$ cat config.mk
export PLATFORM = sky130hd
export DESIGN_NAME = sgpio_rx_multi_flat
export DESIGN_NICKNAME = d
export VERILOG_FILES = /design/src/rtl/sgpio_pkg.sv /design/src/rtl/sgpio_rx_multi_if.sv /design/src/rtl/sgpio_edge_sync.sv /design/src/rtl/sgpio_rx_multi.sv /design/src/flat_wrapper.sv
export SDC_FILE = /design/constraint.sdc
export NUM_CORES = 1
export LEC_CHECK = 0
export BUFFER_PORTS_ARGS = -buffer_cell sky130_fd_sc_hd__clkbuf_2
export CORE_MARGIN = 2
export CORE_UTILIZATION = 25
export DETAILED_ROUTE_END_ITERATION = 8
export PLACE_DENSITY = 0.42
export SETUP_SLACK_MARGIN = 0.5
export SYNTH_ARGS = -nofsm -noshare
export SYNTH_HDL_FRONTEND = slang
export SYNTH_SLANG_ARGS = --single-unit
$ cat constraint.sdc
create_clock -name clk -period 2.3 [get_ports clk]
set_input_delay 0.23 -clock clk [delete_from_list [all_inputs] [get_ports clk]]
set_output_delay 0.23 -clock clk [all_outputs]
set_load 0.05 [all_outputs]
$ cat src/rtl/sgpio_pkg.sv
// sgpio_pkg: shared constants, FSM state encoding and the per-drive LED
// decode used by the SGPIO target receiver (sgpio_rx_multi).
// No ports. Imported by the sgpio_rx_multi RTL files.
package sgpio_pkg;

    localparam int BITS_PER_DRIVE = 3;
    localparam int VENDOR_BITS    = 4;

    typedef enum logic [1:0] {
        ST_SYNC   = 2'd0,
        ST_SHIFT  = 2'd1,
        ST_COMMIT = 2'd2,
        ST_HOLD   = 2'd3
    } sgpio_state_e;

    typedef struct packed {
        logic active;
        logic locate;
        logic fault;
        logic rebuild;
    } sgpio_led_t;

    // b = {ODn.2 (fault), ODn.1 (locate), ODn.0 (activity)}.
    // Activity is independent; the {fault,locate} pair selects one of
    // fault / locate / rebuild, or none.
    function automatic sgpio_led_t sgpio_decode(input logic [2:0] b);
        sgpio_led_t r;
        r.active  = b[0];
        r.fault   = (b[2:1] == 2'b10);
        r.locate  = (b[2:1] == 2'b01);
        r.rebuild = (b[2:1] == 2'b11);
        return r;
    endfunction

endpackage

$ cat src/rtl/sgpio_rx_multi_if.sv
// sgpio_rx_multi_if: the SGPIO wire bundle between host and target.
//   sclk, sload, sdout : host -> target
//   sdin               : target -> host (only with SGPIO_SDATAIN_EN)
// Modports: master = host side, slave = target (receiver) side.
// Optional feature macro: SGPIO_SDATAIN_EN.
interface sgpio_rx_multi_if;
    logic sclk;
    logic sload;
    logic sdout;
`ifdef SGPIO_SDATAIN_EN
    logic sdin;
    modport master (output sclk, output sload, output sdout, input sdin);
    modport slave  (input sclk, input sload, input sdout, output sdin);
`else
    modport master (output sclk, output sload, output sdout);
    modport slave  (input sclk, input sload, input sdout);
`endif
endinterface

$ cat src/rtl/sgpio_edge_sync.sv
// sgpio_edge_sync: 2-flop synchroniser for an asynchronous clock line plus
// a third flop that turns it into one-clk rise/fall pulses. The W data
// lines get the same 2-flop depth so they stay aligned with the clock line.
// Ports:
//   clk, rst          system clock, synchronous active-high reset
//   clk_in            asynchronous clock line to synchronise
//   data_in[W]        asynchronous data lines to synchronise
//   clk_rise/clk_fall one-clk pulses on synchronised edges of clk_in
//   data_q[W]         synchronised data lines
module sgpio_edge_sync #(
    parameter int W = 2
) (
    input  logic         clk,
    input  logic         rst,
    input  logic         clk_in,
    input  logic [W-1:0] data_in,
    output logic         clk_rise,
    output logic         clk_fall,
    output logic [W-1:0] data_q
);

    logic [2:0]   clk_sh;
    logic [W-1:0] data_meta;

    always_ff @(posedge clk) begin
        if (rst) begin
            clk_sh    <= '0;
            data_meta <= '0;
            data_q    <= '0;
        end else begin
            clk_sh    <= {clk_sh[1:0], clk_in};
            data_meta <= data_in;
            data_q    <= data_meta;
        end
    end

    // clk_sh[1] is the synchronised level, clk_sh[2] its previous value.
    assign clk_rise = clk_sh[1] & ~clk_sh[2];
    assign clk_fall = ~clk_sh[1] & clk_sh[2];

endmodule

$ cat src/rtl/sgpio_rx_multi.sv
// sgpio_rx_multi: SGPIO (SFF-8485) target receiver. Deserialises 3 bits
// per drive for DRIVE_NUM drives, decodes them into LED controls and
// commits them atomically one clk after the last bit of a frame.
// Ports:
//   clk, rst            system clock, synchronous active-high reset
//   bus (slave)         sclk/sload/sdout from host (+ sdin when enabled)
//   drive_present       per-drive presence (only with SGPIO_SDATAIN_EN)
//   drive_active/locate/fault/rebuild  per-drive LED outputs
//   vendor_bits         L0..L3 of the last committed frame (L0 in bit 0)
//   frame_done          one-clk pulse on commit
//   frame_err           one-clk pulse when a frame is restarted short
//   link_up             high from first commit until timeout/reset
//   state_dbg           current FSM state
// Optional feature macro: SGPIO_SDATAIN_EN (drive_present / sdin ID bits).
module sgpio_rx_multi
    import sgpio_pkg::*;
#(
    parameter int   DRIVE_NUM    = 8,
    parameter int   TIMEOUT_CYC  = 25000,
    parameter logic LED_SAFE_VAL = 1'b1
) (
    input  logic                 clk,
    input  logic                 rst,
    sgpio_rx_multi_if.slave      bus,
`ifdef SGPIO_SDATAIN_EN
    input  logic [DRIVE_NUM-1:0] drive_present,
`endif
    output logic [DRIVE_NUM-1:0] drive_active,
    output logic [DRIVE_NUM-1:0] drive_locate,
    output logic [DRIVE_NUM-1:0] drive_fault,
    output logic [DRIVE_NUM-1:0] drive_rebuild,
    output logic [3:0]           vendor_bits,
    output logic                 frame_done,
    output logic                 frame_err,
    output logic                 link_up,
    output sgpio_state_e         state_dbg
);

    localparam int SH_W = BITS_PER_DRIVE * DRIVE_NUM;
    localparam int CW   = $clog2(SH_W + 1);
    localparam int WD_W = $clog2(TIMEOUT_CYC + 1);

    logic sclk_rise, sclk_fall, sload_s, sdout_s;

    sgpio_edge_sync #(.W(2)) u_sync (
        .clk      (clk),
        .rst      (rst),
        .clk_in   (bus.sclk),
        .data_in  ({bus.sload, bus.sdout}),
        .clk_rise (sclk_rise),
        .clk_fall (sclk_fall),
        .data_q   ({sload_s, sdout_s})
    );

    sgpio_state_e           state, state_nxt;
    logic [CW-1:0]          bit_cnt;
    logic [SH_W-1:0]        shadow;
    logic [VENDOR_BITS-1:0] shadow_l;
    logic                   sload_prev;
    logic [WD_W-1:0]        wd_cnt;

    logic timeout, frame_start, vendor_slot;
    logic take_start, take_bit, do_commit, short_err;

    assign timeout     = (wd_cnt == WD_W'(TIMEOUT_CYC));
    assign frame_start = sclk_rise && sload_s && !sload_prev;
    // Bits 1..4 of a frame carry L0..L3 on sload; a 0->1 there is vendor
    // data, not a new frame start.
    assign vendor_slot = (int'(bit_cnt) >= 1) && (int'(bit_cnt) <= VENDOR_BITS);
    assign state_dbg   = state;

    always_ff @(posedge clk) begin
        if (rst) state <= ST_SYNC;
        else     state <= state_nxt;
    end

    always_comb begin
        state_nxt  = state;
        take_start = 1'b0;
        take_bit   = 1'b0;
        do_commit  = 1'b0;
        short_err  = 1'b0;
        if (timeout) begin
            state_nxt = ST_SYNC;
        end else begin
            case (state)
                ST_SYNC, ST_HOLD: begin
                    if (frame_start) begin
                        state_nxt  = ST_SHIFT;
                        take_start = 1'b1;
                    end
                end
                ST_SHIFT: begin
                    if (frame_start && !vendor_slot) begin
                        short_err  = 1'b1;
                        take_start = 1'b1;
                    end else if (sclk_rise) begin
                        take_bit = 1'b1;
                        if (int'(bit_cnt) == SH_W - 1) state_nxt = ST_COMMIT;
                    end
                end
                ST_COMMIT: begin
                    do_commit = 1'b1;
                    // A start arriving in the commit cycle is not lost.
                    if (frame_start) begin
                        state_nxt  = ST_SHIFT;
                        take_start = 1'b1;
                    end else begin
                        state_nxt = ST_HOLD;
                    end
                end
                default: state_nxt = ST_SYNC;
            endcase
        end
    end

    logic [DRIVE_NUM-1:0] dec_act, dec_loc, dec_flt, dec_reb;
    sgpio_led_t           led_tmp;

    always_comb begin
        dec_act = '0;
        dec_loc = '0;
        dec_flt = '0;
        dec_reb = '0;
        led_tmp = '0;
        for (int n = 0; n < DRIVE_NUM; n++) begin
            led_tmp    = sgpio_decode(shadow[BITS_PER_DRIVE*n +: BITS_PER_DRIVE]);
            dec_act[n] = led_tmp.active;
            dec_loc[n] = led_tmp.locate;
            dec_flt[n] = led_tmp.fault;
            dec_reb[n] = led_tmp.rebuild;
        end
    end

    always_ff @(posedge clk) begin
        if (rst) begin
            bit_cnt       <= '0;
            shadow        <= '0;
            shadow_l      <= '0;
            sload_prev    <= 1'b0;
            wd_cnt        <= '0;
            drive_active  <= {DRIVE_NUM{LED_SAFE_VAL}};
            drive_locate  <= {DRIVE_NUM{LED_SAFE_VAL}};
            drive_fault   <= {DRIVE_NUM{LED_SAFE_VAL}};
            drive_rebuild <= {DRIVE_NUM{LED_SAFE_VAL}};
            vendor_bits   <= '0;
            frame_done    <= 1'b0;
            frame_err     <= 1'b0;
            link_up       <= 1'b0;
        end else begin
            frame_done <= 1'b0;
            frame_err  <= short_err;
            if (sclk_rise) sload_prev <= sload_s;

            // The start edge itself carries bit 0.
            if (take_start) begin
                shadow[0] <= sdout_s;
                bit_cnt   <= CW'(1);
            end else if (take_bit) begin
                for (int i = 0; i < SH_W; i++)
                    if (int'(bit_cnt) == i) shadow[i] <= sdout_s;
                for (int i = 0; i < VENDOR_BITS; i++)
                    if (int'(bit_cnt) == i + 1) shadow_l[i] <= sload_s;
                bit_cnt <= bit_cnt + CW'(1);
            end

            if (timeout) begin
                drive_active  <= {DRIVE_NUM{LED_SAFE_VAL}};
                drive_locate  <= {DRIVE_NUM{LED_SAFE_VAL}};
                drive_fault   <= {DRIVE_NUM{LED_SAFE_VAL}};
                drive_rebuild <= {DRIVE_NUM{LED_SAFE_VAL}};
                vendor_bits   <= '0;
                link_up       <= 1'b0;
            end else if (do_commit) begin
                drive_active  <= dec_act;
                drive_locate  <= dec_loc;
                drive_fault   <= dec_flt;
                drive_rebuild <= dec_reb;
                vendor_bits   <= shadow_l;
                frame_done    <= 1'b1;
                link_up       <= 1'b1;
            end

            if (sclk_rise || sclk_fall || timeout) wd_cnt <= '0;
            else                                   wd_cnt <= wd_cnt + WD_W'(1);
        end
    end

`ifdef SGPIO_SDATAIN_EN
    logic sdin_q;

    // ID bit for slot s: bit 0 of each drive's triple is ~present, others 0.
    always_ff @(posedge clk) begin
        if (rst) begin
            sdin_q <= 1'b1;
        end else if (state != ST_SHIFT) begin
            sdin_q <= 1'b1;
        end else if (sclk_fall) begin
            sdin_q <= 1'b0;
            for (int n = 0; n < DRIVE_NUM; n++)
                if (int'(bit_cnt) == BITS_PER_DRIVE * n) sdin_q <= ~drive_present[n];
        end
    end

    assign bus.sdin = sdin_q;
`endif

endmodule

$ cat src/flat_wrapper.sv
// flat-port wrapper written by rule: the top's interface ports become plain ports
module sgpio_rx_multi_flat import sgpio_pkg::*;
#(
    parameter int   DRIVE_NUM    = 8,
    parameter int   TIMEOUT_CYC  = 25000,
    parameter logic LED_SAFE_VAL = 1'b1
)
  (clk, rst, drive_active, drive_locate, drive_fault, drive_rebuild, vendor_bits, frame_done, frame_err, link_up, state_dbg, bus_sclk, bus_sload, bus_sdout);
  sgpio_rx_multi_if bus_i ();
  input  logic clk;
  input  logic rst;
  output logic [DRIVE_NUM-1:0] drive_active;
  output logic [DRIVE_NUM-1:0] drive_locate;
  output logic [DRIVE_NUM-1:0] drive_fault;
  output logic [DRIVE_NUM-1:0] drive_rebuild;
  output logic [3:0] vendor_bits;
  output logic frame_done;
  output logic frame_err;
  output logic link_up;
  output sgpio_state_e state_dbg;
  input wire logic [$bits(bus_i.sclk)-1:0] bus_sclk;
  input wire logic [$bits(bus_i.sload)-1:0] bus_sload;
  input wire logic [$bits(bus_i.sdout)-1:0] bus_sdout;
  assign bus_i.sclk = bus_sclk;
  assign bus_i.sload = bus_sload;
  assign bus_i.sdout = bus_sdout;
  sgpio_rx_multi #(.DRIVE_NUM(DRIVE_NUM), .TIMEOUT_CYC(TIMEOUT_CYC), .LED_SAFE_VAL(LED_SAFE_VAL)) u_core (.clk(clk), .rst(rst), .bus(bus_i), .drive_active(drive_active), .drive_locate(drive_locate), .drive_fault(drive_fault), .drive_rebuild(drive_rebuild), .vendor_bits(vendor_bits), .frame_done(frame_done), .frame_err(frame_err), .link_up(link_up), .state_dbg(state_dbg));
endmodule
==> results_dict.tcl <==
set metrics [dict create \
    setup_violations 0 \
    p_leak_nw 2.04 \
    avgSynthCellArea_sq_um 8.99 \
    die_h_microns 136 \
    hold_class "in2reg" \
    timing.slew.headroom 0.653 \
    routedWlPerCell_microns 13.9 \
    dp_cells 736 \
    cts.path.max_buffers 2 \
    synthesis.instances 486 \
    critPathLaunchType "flop" \
    p_clk_frac 0.462 \
    fin_area_sq_um 5450 \
    synth_edf_count 0 \
    fp.coreArea_sq_um 17200 \
    switching_share 0.219 \
    area_growth_pct 24.8 \
    drt_iter0_markers 144 \
    period_share 0.815 \
    layout_min_cycle_time_ns 1.87 \
    cap_viol_max_count 0 \
    yosys_most_used_dff "dfxtp_1" \
    drc 0 \
    routed_wl_microns 10600 \
    finalWeightedCongestion 0.887 \
    postRouteAntennaNets 0 \
    hpwl_microns 7010 \
    holdBufCountCts 0 \
    crit_fanout 7 \
    cts_inserted_buffers 9 \
    fmax_mhz 534 \
    worstHoldStart "bus_sdout" \
    yosys_register_bits 97 \
    finalNonFillerCells 764 \
    combPwrFrac 0.042 \
    clkLatencyLatePin_ns 0.35 \
    tns_ns 0 \
    internal_power_w 0.00268 \
    r2r_start "u_core.bit_cnt[1]" \
    nFillCells 1854 \
    grt_busiest_layer "met2" \
    seqPwrFrac 0.495 \
    drt_first_pass_iters 4 \
    use_met1 0.156 \
    reg2reg_to "u_core.shadow[8]" \
    end_kind "flop" \
    seq_area_frac_synth 0.444 \
    syn-num-nets 502 \
    async_flop_share 0 \
    vias 3430 \
    grtUsageMet2 0.176 \
    antenna_cells 0 \
    yosysWarnings 0 \
    slew_violations 0 \
    ys_types 53 \
    antenna_found_initial 0 \
    hold_depth 2 \
    avgViaCountPerCell 4.49 \
    status "finished clean" \
    io_pins 46 \
    tightestPinTransition_ns 0.521 \
    rr_worst_depth 6 \
    cts_tree "done" \
    p_per_area_nw_per_um2 630 \
    use_met3 0.0321 \
    die_w_microns 136 \
    finClkSkew_ns 0.0107 \
    die_area_sq_um 18600 \
    arrival_ns 2.16 \
    p_sw_w 0.000754 \
    start_util 0.254 \
    clock_sinks 97 \
    fin_nets 550 \
    placedInstanceArea_sq_um 4840 \
    root_buffer "clkbuf_16" \
    rsz0062_at_grt "true" \
    overflow 0 \
    clk_pin_slew_ns 0.07 \
    grt_pass1_vias 3264 \
    syn_area_sq_um 4370 \
    grt_first_pass_wirelength_microns 17100 \
    vdd_drop_max_mv 0.335 \
    whs_endpoint "u_core.u_sync.data_meta[0]" \
    post-route-util 0.317 \
    port_buffers 45 \
    drive_above_1_share 0.226 \
    rows 48 \
    final_hold_viol_count 0 \
    htree_levels 3 \
    required_ns 2.58 \
    grt_max_degree 64 \
    path_class "reg2reg" \
    r2r_setup_slack_ns 0.43 \
    grt_usage 0.117 \
]
-- registers in the layout (all words and copies together), names as in the netlist, 3 cells and up --
signal and flops:
u_core.shadow 24, u_core.vendor_bits 4, u_core.shadow_l 4, u_core.wd_cnt 15
u_core.bit_cnt 5, u_core.drive_locate 8, u_core.u_sync.clk_sh 3, u_core.drive_rebuild 8
u_core.drive_active 8, u_core.drive_fault 8
-- metrics by stage --
step	setup slack, ns	total power [W]	hold WS (ns)
3_5_place_dp	0.270	0.00188	0.428
3_3_place_gp	0.313	0.00188	0.425
6_report	0.426	0.00344	0.0900
4_1_cts	0.447	0.00349	0.0772
2_1_floorplan	0.501	0.00184	0.358
5_1_grt	0.369	0.00359	0.0874
-- layout make-up --
class / count / area (sq um) / area share
Multi-Input combinational cell: 339 / 2340 / 0.429
Sequential cell: 97 / 1960 / 0.359
Timing Repair Buffer: 67 / 478 / 0.0877
Tap cell: 225 / 282 / 0.0516
Clock buffer: 12 / 268 / 0.0491
Inverter: 20 / 77.6 / 0.0142
Clock inverter: 4 / 48.8 / 0.00895
-- cells in the mapped netlist (2+ instances only) --
cell type	number	area (sq um)
a21boi_0	8	60.1
a21oi_1	6	30.0
a311o_1	4	40.0
a41oi_1	3	26.3
and2_1	3	18.8
and3_1	10	62.6
and3_2	2	15.0
and4_1	2	17.5
and4bb_2	2	25.0
buf_6	3	33.8
clkbuf_1	24	90.1
dfxtp_1	97	1940
ha_1	11	138
inv_1	20	75.1
mux2i_1	35	350
nand2_1	45	169
nand2b_1	28	175
nand3_1	19	95.1
nand4_1	8	50.1
nand4b_1	8	70.1
nor2_1	44	165
nor2b_1	10	62.6
nor3_1	6	30.0
nor3b_1	2	15.0
nor4_1	3	18.8
o211ai_1	2	15.0
o21ai_0	41	205
o31ai_1	3	22.5
or2b_1	2	15.0
xnor2_1	10	87.6
xor2_1	3	26.3
-- routing by layer --
layer  vias to the layer above  wire length [microns]
met5                         -                      0
met4                         0                    217
met3                        15                    469
met2                        64                   4530
met1                      1577                   5370
li1                       1774                      -
-- cell families after synthesis --
| family | count (synthesis) | synth area share |
|---|---|---|
| buffers and inverters | 50 | 0.0515 |
| and+or+nand+nor | 203 | 0.251 |
| AOI/OAI and AO/OA | 77 | 0.115 |
| DFF | 97 | 0.444 |
| adders and majority gates | 11 | 0.0315 |
| muxes | 35 | 0.0802 |
| xor gates and xnor gates | 13 | 0.0261 |
-- critical path: stages (launching register included) --
cell and delay [ns]:
dfxtp_4 0.36, buf_6 0.12, or4_4 0.54, a41o_4 0.27
buf_6 0.15, a311o_1 0.30, o21ai_0 0.07
-- cells in the final DEF, fill, tap and decap left out, types with 3 or more instances in the layout --
cell | netlist | routed
dfxtp_1 | 97 | 92
clkbuf_2 | 0 | 45
nand2_1 | 45 | 43
nor2_1 | 44 | 42
o21ai_0 | 41 | 39
mux2i_1 | 35 | 35
nand2b_1 | 28 | 27
inv_1 | 20 | 18
nand3_1 | 19 | 15
clkbuf_16 | 0 | 11
xnor2_1 | 10 | 10
and3_1 | 10 | 10
buf_4 | 1 | 10
nor2b_1 | 10 | 9
nand4_1 | 8 | 8
nand4b_1 | 8 | 8
a21boi_0 | 8 | 8
a21oi_1 | 6 | 6
ha_1 | 11 | 6
buf_6 | 3 | 6
nor3_1 | 6 | 5
a311o_1 | 4 | 4
buf_12 | 0 | 4
dfxtp_4 | 0 | 4
nor4_1 | 3 | 3
xor2_1 | 3 | 3
and2_1 | 3 | 3
a41oi_1 | 3 | 3
nand3_2 | 1 | 3
ha_2 | 0 | 3
-- power by group through the flow --
stage	Combinational (W)	Sequential (W)	Clock, W
2_1_floorplan	0.0000861	0.00175	0
3_3_place_gp	0.000134	0.00174	0
3_5_place_dp	0.000135	0.00174	0
4_1_cts	0.000141	0.00170	0.00165
5_1_grt	0.000163	0.00170	0.00173
6_report	0.000146	0.00170	0.00159
-- how the worst max path moves through the flow --
stage | start | endpoint | slack [ns]
after floorplan | u_core.bit_cnt[1] | u_core.shadow[11] | 0.50
final | u_core.bit_cnt[1] | u_core.shadow[8] | 0.43
after global placement | u_core.bit_cnt[1] | u_core.shadow[20] | 0.31
after detailed placement | u_core.bit_cnt[0] | u_core.shadow[8] | 0.27
after global routing | u_core.bit_cnt[1] | u_core.shadow[17] | 0.37
after CTS | u_core.bit_cnt[1] | u_core.shadow[8] | 0.45
-- repair_timing --
| item | in CTS | in global routing |
|---|---|---|
| pin swaps | 1 | 5 |
| setup buffers | 5 | 4 |
| setup endpoints to repair | 32 | 51 |
| gates resized for setup | 22 | 23 |
| cloned | 2 | 1 |
No activity file was read; power rests on OpenSTA's default activity.
